**src/rtl/serial_addsub_dp.sv**
```systemverilog
// -----------------------------------------------------------------------------
// serial_addsub_dp
//
// Digit-serial adder/subtractor. Two WIDTH-bit operands are captured in
// parallel on an accepted start. They are then consumed DIGIT bits per clock,
// least-significant digit first, through a DIGIT-bit ripple adder whose carry
// is registered between digits. The result, the final carry and a one-cycle
// done pulse appear WIDTH/DIGIT clocks after the start was accepted.
//
// Subtraction is done as a + ~b + ~cin. With cin=0 this gives a-b, and
// cout=1 means that no borrow occurred (a >= b).
//
// Parameters
//   WIDTH : operand/result width in bits (>= 2)
//   DIGIT : bits processed per clock; must divide WIDTH exactly
//
// Ports
//   clk      in   rising-edge clock
//   reset    in   asynchronous, active-high reset
//   start    in   operation request, only sampled in IDLE
//   a, b     in   operands, captured when start is accepted
//   cin      in   carry-in (add) / borrow-in (sub), captured with operands
//   sub      in   0: a+b+cin, 1: a-b-cin, captured with operands
//   busy     out  high while digits are being processed
//   done     out  one-cycle pulse when sum/cout are valid
//   sum      out  result, held until the next operation completes
//   cout     out  final carry-out (sub mode: 1 = no borrow)
//   overflow out  signed overflow of the last result
//
// Build option
//   SERIAL_ADDSUB_OVF_EN : when defined, the operand sign bits are captured
//   and overflow reports signed overflow of the last completed operation.
//   When undefined, overflow is tied to 0 and no sign registers are built.
// -----------------------------------------------------------------------------
module serial_addsub_dp #(
    parameter int WIDTH = 8,
    parameter int DIGIT = 1
) (
    input  logic             clk,
    input  logic             reset,
    input  logic             start,
    input  logic [WIDTH-1:0] a,
    input  logic [WIDTH-1:0] b,
    input  logic             cin,
    input  logic             sub,
    output logic             busy,
    output logic             done,
    output logic [WIDTH-1:0] sum,
    output logic             cout,
    output logic             overflow
);

    localparam int NDIG  = WIDTH / DIGIT;
    // A single-digit configuration still needs a 1-bit counter to be legal.
    localparam int CNT_W = (NDIG > 1) ? $clog2(NDIG) : 1;
    localparam logic [CNT_W-1:0] LAST_DIG = CNT_W'(NDIG - 1);

    typedef enum logic [1:0] {
        S_IDLE = 2'd0,
        S_RUN  = 2'd1,
        S_DONE = 2'd2
    } state_t;

    // Ripple adder over one digit. Returns {carry_out, digit_sum}.
    function automatic logic [DIGIT:0] digit_add(
        input logic [DIGIT-1:0] x,
        input logic [DIGIT-1:0] y,
        input logic             ci
    );
        logic             c;
        logic [DIGIT-1:0] s;
        c = ci;
        s = '0;
        for (int i = 0; i < DIGIT; i++) begin
            s[i] = x[i] ^ y[i] ^ c;
            c    = (x[i] & y[i]) | (c & (x[i] ^ y[i]));
        end
        return {c, s};
    endfunction

    state_t             state_q, state_d;
    logic [WIDTH-1:0]   a_q, a_d;
    logic [WIDTH-1:0]   b_q, b_d;
    logic [WIDTH-1:0]   res_q, res_d;
    logic               carry_q, carry_d;
    logic [CNT_W-1:0]   cnt_q, cnt_d;
    logic [WIDTH-1:0]   sum_q, sum_d;
    logic               cout_q, cout_d;

    // Digit datapath: the new partial sum enters the result register at the
    // MSB end, so after NDIG digits the first digit has reached bit 0.
    logic [DIGIT:0]       dig_res;
    logic [DIGIT-1:0]     dig_sum;
    logic                 dig_cout;
    logic [WIDTH+DIGIT-1:0] res_cat;
    logic [WIDTH-1:0]     res_next;

    assign dig_res  = digit_add(a_q[DIGIT-1:0], b_q[DIGIT-1:0], carry_q);
    assign dig_sum  = dig_res[DIGIT-1:0];
    assign dig_cout = dig_res[DIGIT];
    assign res_cat  = {dig_sum, res_q};
    assign res_next = res_cat[WIDTH+DIGIT-1:DIGIT];

`ifdef SERIAL_ADDSUB_OVF_EN
    logic sign_a_q, sign_a_d;
    logic sign_b_q, sign_b_d;
    logic ovf_q, ovf_d;
`endif

    always_comb begin
        state_d = state_q;
        a_d     = a_q;
        b_d     = b_q;
        res_d   = res_q;
        carry_d = carry_q;
        cnt_d   = cnt_q;
        sum_d   = sum_q;
        cout_d  = cout_q;
`ifdef SERIAL_ADDSUB_OVF_EN
        sign_a_d = sign_a_q;
        sign_b_d = sign_b_q;
        ovf_d    = ovf_q;
`endif

        case (state_q)
            S_IDLE: begin
                if (start) begin
                    state_d = S_RUN;
                    a_d     = a;
                    // Subtraction is folded into the operands once here so the
                    // digit loop is always a plain addition.
                    b_d     = sub ? ~b : b;
                    carry_d = sub ? ~cin : cin;
                    cnt_d   = '0;
                    res_d   = '0;
`ifdef SERIAL_ADDSUB_OVF_EN
                    sign_a_d = a[WIDTH-1];
                    sign_b_d = sub ? ~b[WIDTH-1] : b[WIDTH-1];
`endif
                end
            end

            S_RUN: begin
                a_d     = a_q >> DIGIT;
                b_d     = b_q >> DIGIT;
                res_d   = res_next;
                carry_d = dig_cout;
                cnt_d   = cnt_q + 1'b1;
                if (cnt_q == LAST_DIG) begin
                    // Visible outputs change only here, so sum never shows a
                    // partial result.
                    state_d = S_DONE;
                    sum_d   = res_next;
                    cout_d  = dig_cout;
`ifdef SERIAL_ADDSUB_OVF_EN
                    ovf_d = (sign_a_q == sign_b_q) &&
                            (res_next[WIDTH-1] != sign_a_q);
`endif
                end
            end

            S_DONE: begin
                state_d = S_IDLE;
            end

            default: begin
                state_d = S_IDLE;
            end
        endcase
    end

    always_ff @(posedge clk or posedge reset) begin
        if (reset) begin
            state_q <= S_IDLE;
            a_q     <= '0;
            b_q     <= '0;
            res_q   <= '0;
            carry_q <= 1'b0;
            cnt_q   <= '0;
            sum_q   <= '0;
            cout_q  <= 1'b0;
        end else begin
            state_q <= state_d;
            a_q     <= a_d;
            b_q     <= b_d;
            res_q   <= res_d;
            carry_q <= carry_d;
            cnt_q   <= cnt_d;
            sum_q   <= sum_d;
            cout_q  <= cout_d;
        end
    end

`ifdef SERIAL_ADDSUB_OVF_EN
    always_ff @(posedge clk or posedge reset) begin
        if (reset) begin
            sign_a_q <= 1'b0;
            sign_b_q <= 1'b0;
            ovf_q    <= 1'b0;
        end else begin
            sign_a_q <= sign_a_d;
            sign_b_q <= sign_b_d;
            ovf_q    <= ovf_d;
        end
    end

    assign overflow = ovf_q;
`else
    assign overflow = 1'b0;
`endif

    assign busy = (state_q == S_RUN);
    assign done = (state_q == S_DONE);
    assign sum  = sum_q;
    assign cout = cout_q;

endmodule
```
**config.mk**
```make
export PLATFORM = sky130hd
export DESIGN_NAME = serial_addsub_dp
export DESIGN_NICKNAME = d
export VERILOG_FILES = /design/src/rtl/serial_addsub_dp.sv
export SDC_FILE = /design/constraint.sdc
export NUM_CORES = 1
export LEC_CHECK = 0
export ABC_CLOCK_PERIOD_IN_PS = 2400
export BUFFER_PORTS_ARGS = -buffer_cell sky130_fd_sc_hd__buf_4
export CAP_MARGIN = 5
export CORE_MARGIN = 2
export CORE_UTILIZATION = 40
export CTS_CLUSTER_SIZE = 24
export DETAILED_ROUTE_END_ITERATION = 16
export GPL_ROUTABILITY_DRIVEN = 0
export PLACE_DENSITY = 0.64
export SYNTH_ARGS = -nofsm -noshare
export SYNTH_HDL_FRONTEND = slang
export SYNTH_SLANG_ARGS = --single-unit
```
**constraint.sdc**
```tcl
create_clock -name clk -period 2.4 [get_ports clk]
set_clock_uncertainty 0.15 [all_clocks]
set_input_delay 0.6 -clock clk [delete_from_list [all_inputs] [get_ports clk]]
set_output_delay 0.6 -clock clk [all_outputs]
set_load 0.02 [all_outputs]
```
==> results_dict.tcl, run 1 <==
set metrics [dict create \
    syn_nets 160 \
    vias 1131 \
    rsz0062_at_grt "false" \
    via_per_inst 5.16 \
    setup_violations 0 \
    grt_pass1_vias 1178 \
    grt.overflow.total 0 \
    yosys.area.top_type "dfrtp_1" \
    p_leak_nw 1.06 \
    post_drt_wl_per_cell_um 14.4 \
    fillers 374 \
    netlist_top_cells_area "dfrtp_1, and3b_1, mux2_2" \
    cp_data_arrival_time_ns 1.34 \
    drv_cap 0 \
    worstSetupPathType "register to output port" \
    yosys_register_bits 38 \
    fmax_ghz 0.479 \
    worstPathCellList "nor2b_1 -> buf_4" \
    hpwlAfterDp_um 2200 \
    drt_iter0_markers 100 \
    die_h_um 69.8 \
    cts_hold_buf 0 \
    syn_to_final_growth_pct 20.4 \
    start_util_pct 42.3 \
    dieArea_um2 4870 \
    crit_fanout 20 \
    grt_pass1_wl_um 5730 \
    ys.warnings.count 0 \
    fp-row-count 23 \
    endpoint_kind "output port" \
    fin_crit_ns 2.09 \
    antenna_found_initial 0 \
    hold_viol 0 \
    clockBufferDepth 2 \
    slowest_stage "dfrtp_1" \
    core_area_um2 4090 \
    tightestPinTransition_ns 0.650 \
    synth_top_area_share_pct 55.0 \
    drt_first_pass_iters 4 \
    hold_path.class "input pin to asynchronous set/reset pin" \
    num_antenna_cells 0 \
    required_ns 1.65 \
    final_antenna_net_count 0 \
    vdd_drop_max_mv 0.373 \
    slew_headroom_pct 56.6 \
    syn_area_um2 1730 \
    p_per_area_nw_per_um2 1170 \
    tns_ns 0 \
    max_stage_delay_ns 0.71 \
    drt-total-wl_um 3160 \
    path_clk_slew_ns 0.07 \
    portBuffers 31 \
    path_buf_inv 1 \
    seq_area_frac_synth_pct 55.0 \
    nets 192 \
    start_kind "register" \
    synth_cell_types 25 \
    clockRootBuffer "clkbuf_8" \
    fin_util_pct 51.0 \
    timing.final.crit_share_pct 87.1 \
    io_pins 33 \
    cts_setup_buffers 0 \
    drive_gt1_share_pct 32.5 \
    htreeDepth 2 \
    insertion_delay_ns 0.29 \
    drv_slew 0 \
    grt_max_degree 39 \
    die_w_um 69.8 \
    track_usage_pct 15.0 \
    synthCells 136 \
    cts_tree "built" \
    critical-path-top-delay-family "flip-flops" \
    drc 0 \
    status "finished, final reports clean" \
    cts_buffers 5 \
    syn_area_per_cell_um2 12.7 \
    clock_sinks 38 \
    cts_resized 0 \
]
-- report_power, final --
| group | leakage [nW] | internal [W] | switching, W | total [W] |
|---|---|---|---|---|
| logic | 0.518 | 0.000478 | 0.000446 | 0.000924 |
| clock network | 0.0482 | 0.000232 | 0.000214 | 0.000446 |
| registers | 0.490 | 0.000900 | 0.000160 | 0.00106 |
| total | 1.06 | 0.00161 | 0.000820 | 0.00243 |
-- through the flow --
step | power, W | hold WS [ns] | std cells | worst slack (ns) | cell area, µm²
after global routing | 0.00264 | 0.295 | 219 | 0.199 | 2080
after CTS | 0.00247 | 0.275 | 219 | 0.276 | 2080
after global placement | 0.00197 | 0.316 | 211 | 0.618 | 1990
after detailed placement | 0.00202 | 0.323 | 211 | 0.531 | 1990
after floorplan | 0.00171 | 0.300 | 136 | 0.641 | 1730
final | 0.00243 | 0.264 | 219 | 0.311 | 2080
-- Yosys cell counts (all sizes together) --
library cell and count:
buf 6, a21oi 8, o21bai 1, fa 1, ha 2, nand2b 2
nor2b 2, o21ai 7, conb 1, and3b 15, nand2 8, dfrtp 38
mux2 10, xor2 9, clkbuf 4, inv 2, nor2 1, a22o 11
a221o 8
-- cells by family (layout without fill, tap and decap cells) --
family | Yosys count | in the layout | share of synthesized area, %
other | 1 | 1 | 0.217
XOR/XNOR | 9 | 9 | 4.56
buffers and inverters | 12 | 45 | 4.12
multiplexers | 10 | 10 | 6.51
adder cells (fa/ha/maj) | 3 | 3 | 2.60
AO/OA/AOI/OAI | 35 | 35 | 15.6
AND/OR/NAND/NOR | 28 | 28 | 11.4
flip-flops | 38 | 38 | 55.0
-- registers in the layout (all words and copies together), names as in the netlist --
register / flops
res_q: 7
cnt_q: 3
cout: 1
carry_q: 1
sum: 8
state_q: 2
b_q: 8
a_q: 8
-- worst min-delay path: stages --
cell and delay (ns):
buf_4 0.11, inv_1 0.04, buf_4 0.40
-- path summary, 6_finish.rpt --
kind	start	endpoint	slack, ns	cells after the start
setup / recovery	state_q[1]$_DFFE_PP0P_	done	0.31	2
min in group clk	a_q[2]$_DFFE_PP0P_	a_q[2]$_DFFE_PP0P_	0.33	2
hold / removal	reset	b_q[7]$_DFFE_PP0P_	0.26	3
setup reg to reg	state_q[1]$_DFFE_PP0P_	sum[7]$_DFFE_PP0P_	0.55	4
hold reg to reg	a_q[2]$_DFFE_PP0P_	a_q[2]$_DFFE_PP0P_	0.33	2
max in group asynchronous	reset	a_q[4]$_DFFE_PP0P_	1.50	3
-- metal layers --
metal	track usage (%)	vias to the layer above	routed length, µm
met5	0	-	0
met1	19.1	546	1450
met4	6.41	0	65
met3	4.65	6	142
met2	23.6	26	1500
li1	-	553	-
-- final cells by class --
| class | instances | area [µm²] | share of cell area [%] |
|---|---|---|---|
| sequential | 38 | 951 | 45.6 |
| inverter | 2 | 7.51 | 0.360 |
| multi-input combinational | 86 | 708 | 34.0 |
| tap | 50 | 62.6 | 3.00 |
| timing repair buffer | 35 | 263 | 12.6 |
| clock inverter | 1 | 5.00 | 0.240 |
| clock buffer | 7 | 86.3 | 4.14 |
-- layout by cell type, fill, tap and decap left out, types with 2 or more instances in the layout --
master	synthesis	routed
a21oi_1	8	8
a221o_1	8	8
a22o_1	11	11
and3b_1	15	15
buf_4	2	35
clkbuf_8	0	6
dfrtp_1	38	38
ha_1	2	2
inv_1	2	2
mux2_2	9	9
nand2_1	7	7
nand2b_1	2	2
o21ai_0	7	7
xor2_1	9	9
Power figures use the tool's default switching activity.
==> run 2, diff against run 1 <==
--- a/config.mk
+++ b/config.mk
@@ -14,6 +14,7 @@
 export DETAILED_ROUTE_END_ITERATION = 16
 export GPL_ROUTABILITY_DRIVEN = 0
 export PLACE_DENSITY = 0.64
+export REMOVE_ABC_BUFFERS = 1
 export SYNTH_ARGS = -nofsm -noshare
 export SYNTH_HDL_FRONTEND = slang
 export SYNTH_SLANG_ARGS = --single-unit
==> results_dict.tcl, run 2 (same netlist as run 1, synthesis figures left out) <==
set metrics [dict create \
    fp-row-count 23 \
    setup_slack_ns 0.208 \
    reg2reg_to "sum[4]$_DFFE_PP0P_" \
    worstSetupPathType "register to output port" \
    r2r_setup_slack_ns 0.59 \
    antenna_found_initial 0 \
    grt.overflow.total 0 \
    insertion_delay_ns 0.29 \
    slew_headroom_pct 57.5 \
    rsz0062_at_grt "false" \
    p_leak_nw 1.08 \
    busiest_layer "met2" \
    hold_viol 0 \
    cp_data_arrival_time_ns 1.44 \
    drv_slew 0 \
    via_per_inst 5.37 \
    post_drt_wl_per_cell_um 14.6 \
    vdd_drop_max_mv 0.496 \
    nets 191 \
    status "finished, final reports clean" \
    clockBufferDepth 2 \
    hpwlAfterDp_um 2090 \
    drc 0 \
    p_per_area_nw_per_um2 1240 \
    cts_buffers 5 \
    grt_use_met1_pct 18.0 \
    syn_to_final_growth_pct 22.9 \
    drive_gt1_share_pct 32.7 \
    dieArea_um2 4870 \
    timing.final.crit_share_pct 91.3 \
    required_ns 1.65 \
    whs_ns 0.273 \
    rr_worst_depth 3 \
    cts_resized 0 \
    grt_pass1_vias 1182 \
    portBuffers 31 \
    grtUsageMet3_pct 6.25 \
    r2r_start "state_q[1]$_DFFE_PP0P_" \
    drt-total-wl_um 3180 \
    vias 1170 \
    grt_max_degree 39 \
    tns_ns 0 \
    setup_violations 0 \
    fillers 371 \
    endpoint_kind "output port" \
    use_met2_pct 22.6 \
    num_antenna_cells 0 \
    die_h_um 69.8 \
    totalPowerFinal_w 0.00265 \
    clock_sinks 38 \
    core_area_um2 4090 \
    hold_path.class "input pin to asynchronous set/reset pin" \
    tightestPinTransition_ns 0.636 \
    htreeDepth 2 \
    start_util_pct 42.3 \
    drt_first_pass_iters 4 \
    cts_hold_buf 0 \
    post-place-ws_ns 0.528 \
    final_cell_mix "dfrtp_1, buf_4, and3b_1" \
    drv_cap 0 \
    final_antenna_net_count 0 \
    path_clk_slew_ns 0.07 \
    clockRootBuffer "clkbuf_8" \
    track_usage_pct 14.5 \
    die_w_um 69.8 \
    fmax_ghz 0.456 \
    grt_pass1_wl_um 5530 \
    start_kind "register" \
    cts_tree "built" \
    fin_crit_ns 2.19 \
    final_common_cell "dfrtp_1" \
    fin_util_pct 52.1 \
    crit_fanout 20 \
    io_pins 33 \
    cts_setup_buffers 0 \
    drt_iter0_markers 61 \
]
==> run 2: area by class of cell <==
class | count | area [µm²] | area share, %
clock buffer | 6 | 82.6 | 3.88
clock inverter | 2 | 60.1 | 2.82
inverter | 2 | 7.51 | 0.353
multi-input combinational | 86 | 708 | 33.3
sequential | 38 | 951 | 44.7
tap | 50 | 62.6 | 2.94
timing repair buffer | 34 | 255 | 12.0
==> run 2: where the power goes <==
group	internal [W]	switching [W]	leakage, nW
registers	0.000900	0.000163	0.490
logic	0.000471	0.000442	0.514
clock network	0.000443	0.000227	0.0714
==> run 2: worst max-delay path, stage by stage, from the launching register on <==
cell     delay (ns)
dfrtp_1        0.60
nor2b_2        0.35
buf_4          0.20
==> run 2: per-layer routing <==
| layer | up-vias | wire length (µm) |
|---|---|---|
| li1 | 553 | - |
| met1 | 563 | 1510 |
| met2 | 49 | 1440 |
| met3 | 5 | 187 |
| met4 | 0 | 39 |
| met5 | - | 0 |
==> run 2: metrics by stage <==
stage,cell area [µm²],instances
2_1_floorplan,1670,126
6_report,2130,218
4_1_cts,2130,218
3_3_place_gp,1980,210
5_1_grt,2130,218
3_5_place_dp,1980,210
==> run 2: worst max path at each step <==
stage | startpoint | end | slack [ns] | cells past startpoint
6_report | state_q[1]$_DFFE_PP0P_ | busy | 0.21 | 2
5_1_grt | state_q[1]$_DFFE_PP0P_ | busy | 0.13 | 2
4_1_cts | state_q[1]$_DFFE_PP0P_ | busy | 0.20 | 2
3_5_place_dp | state_q[1]$_DFFE_PP0P_ | busy | 0.53 | 2
3_3_place_gp | state_q[1]$_DFFE_PP0P_ | busy | 0.56 | 2
2_1_floorplan | state_q[0]$_DFFE_PP0P_ | sum[4]$_DFFE_PP0P_ | 0.34 | 3
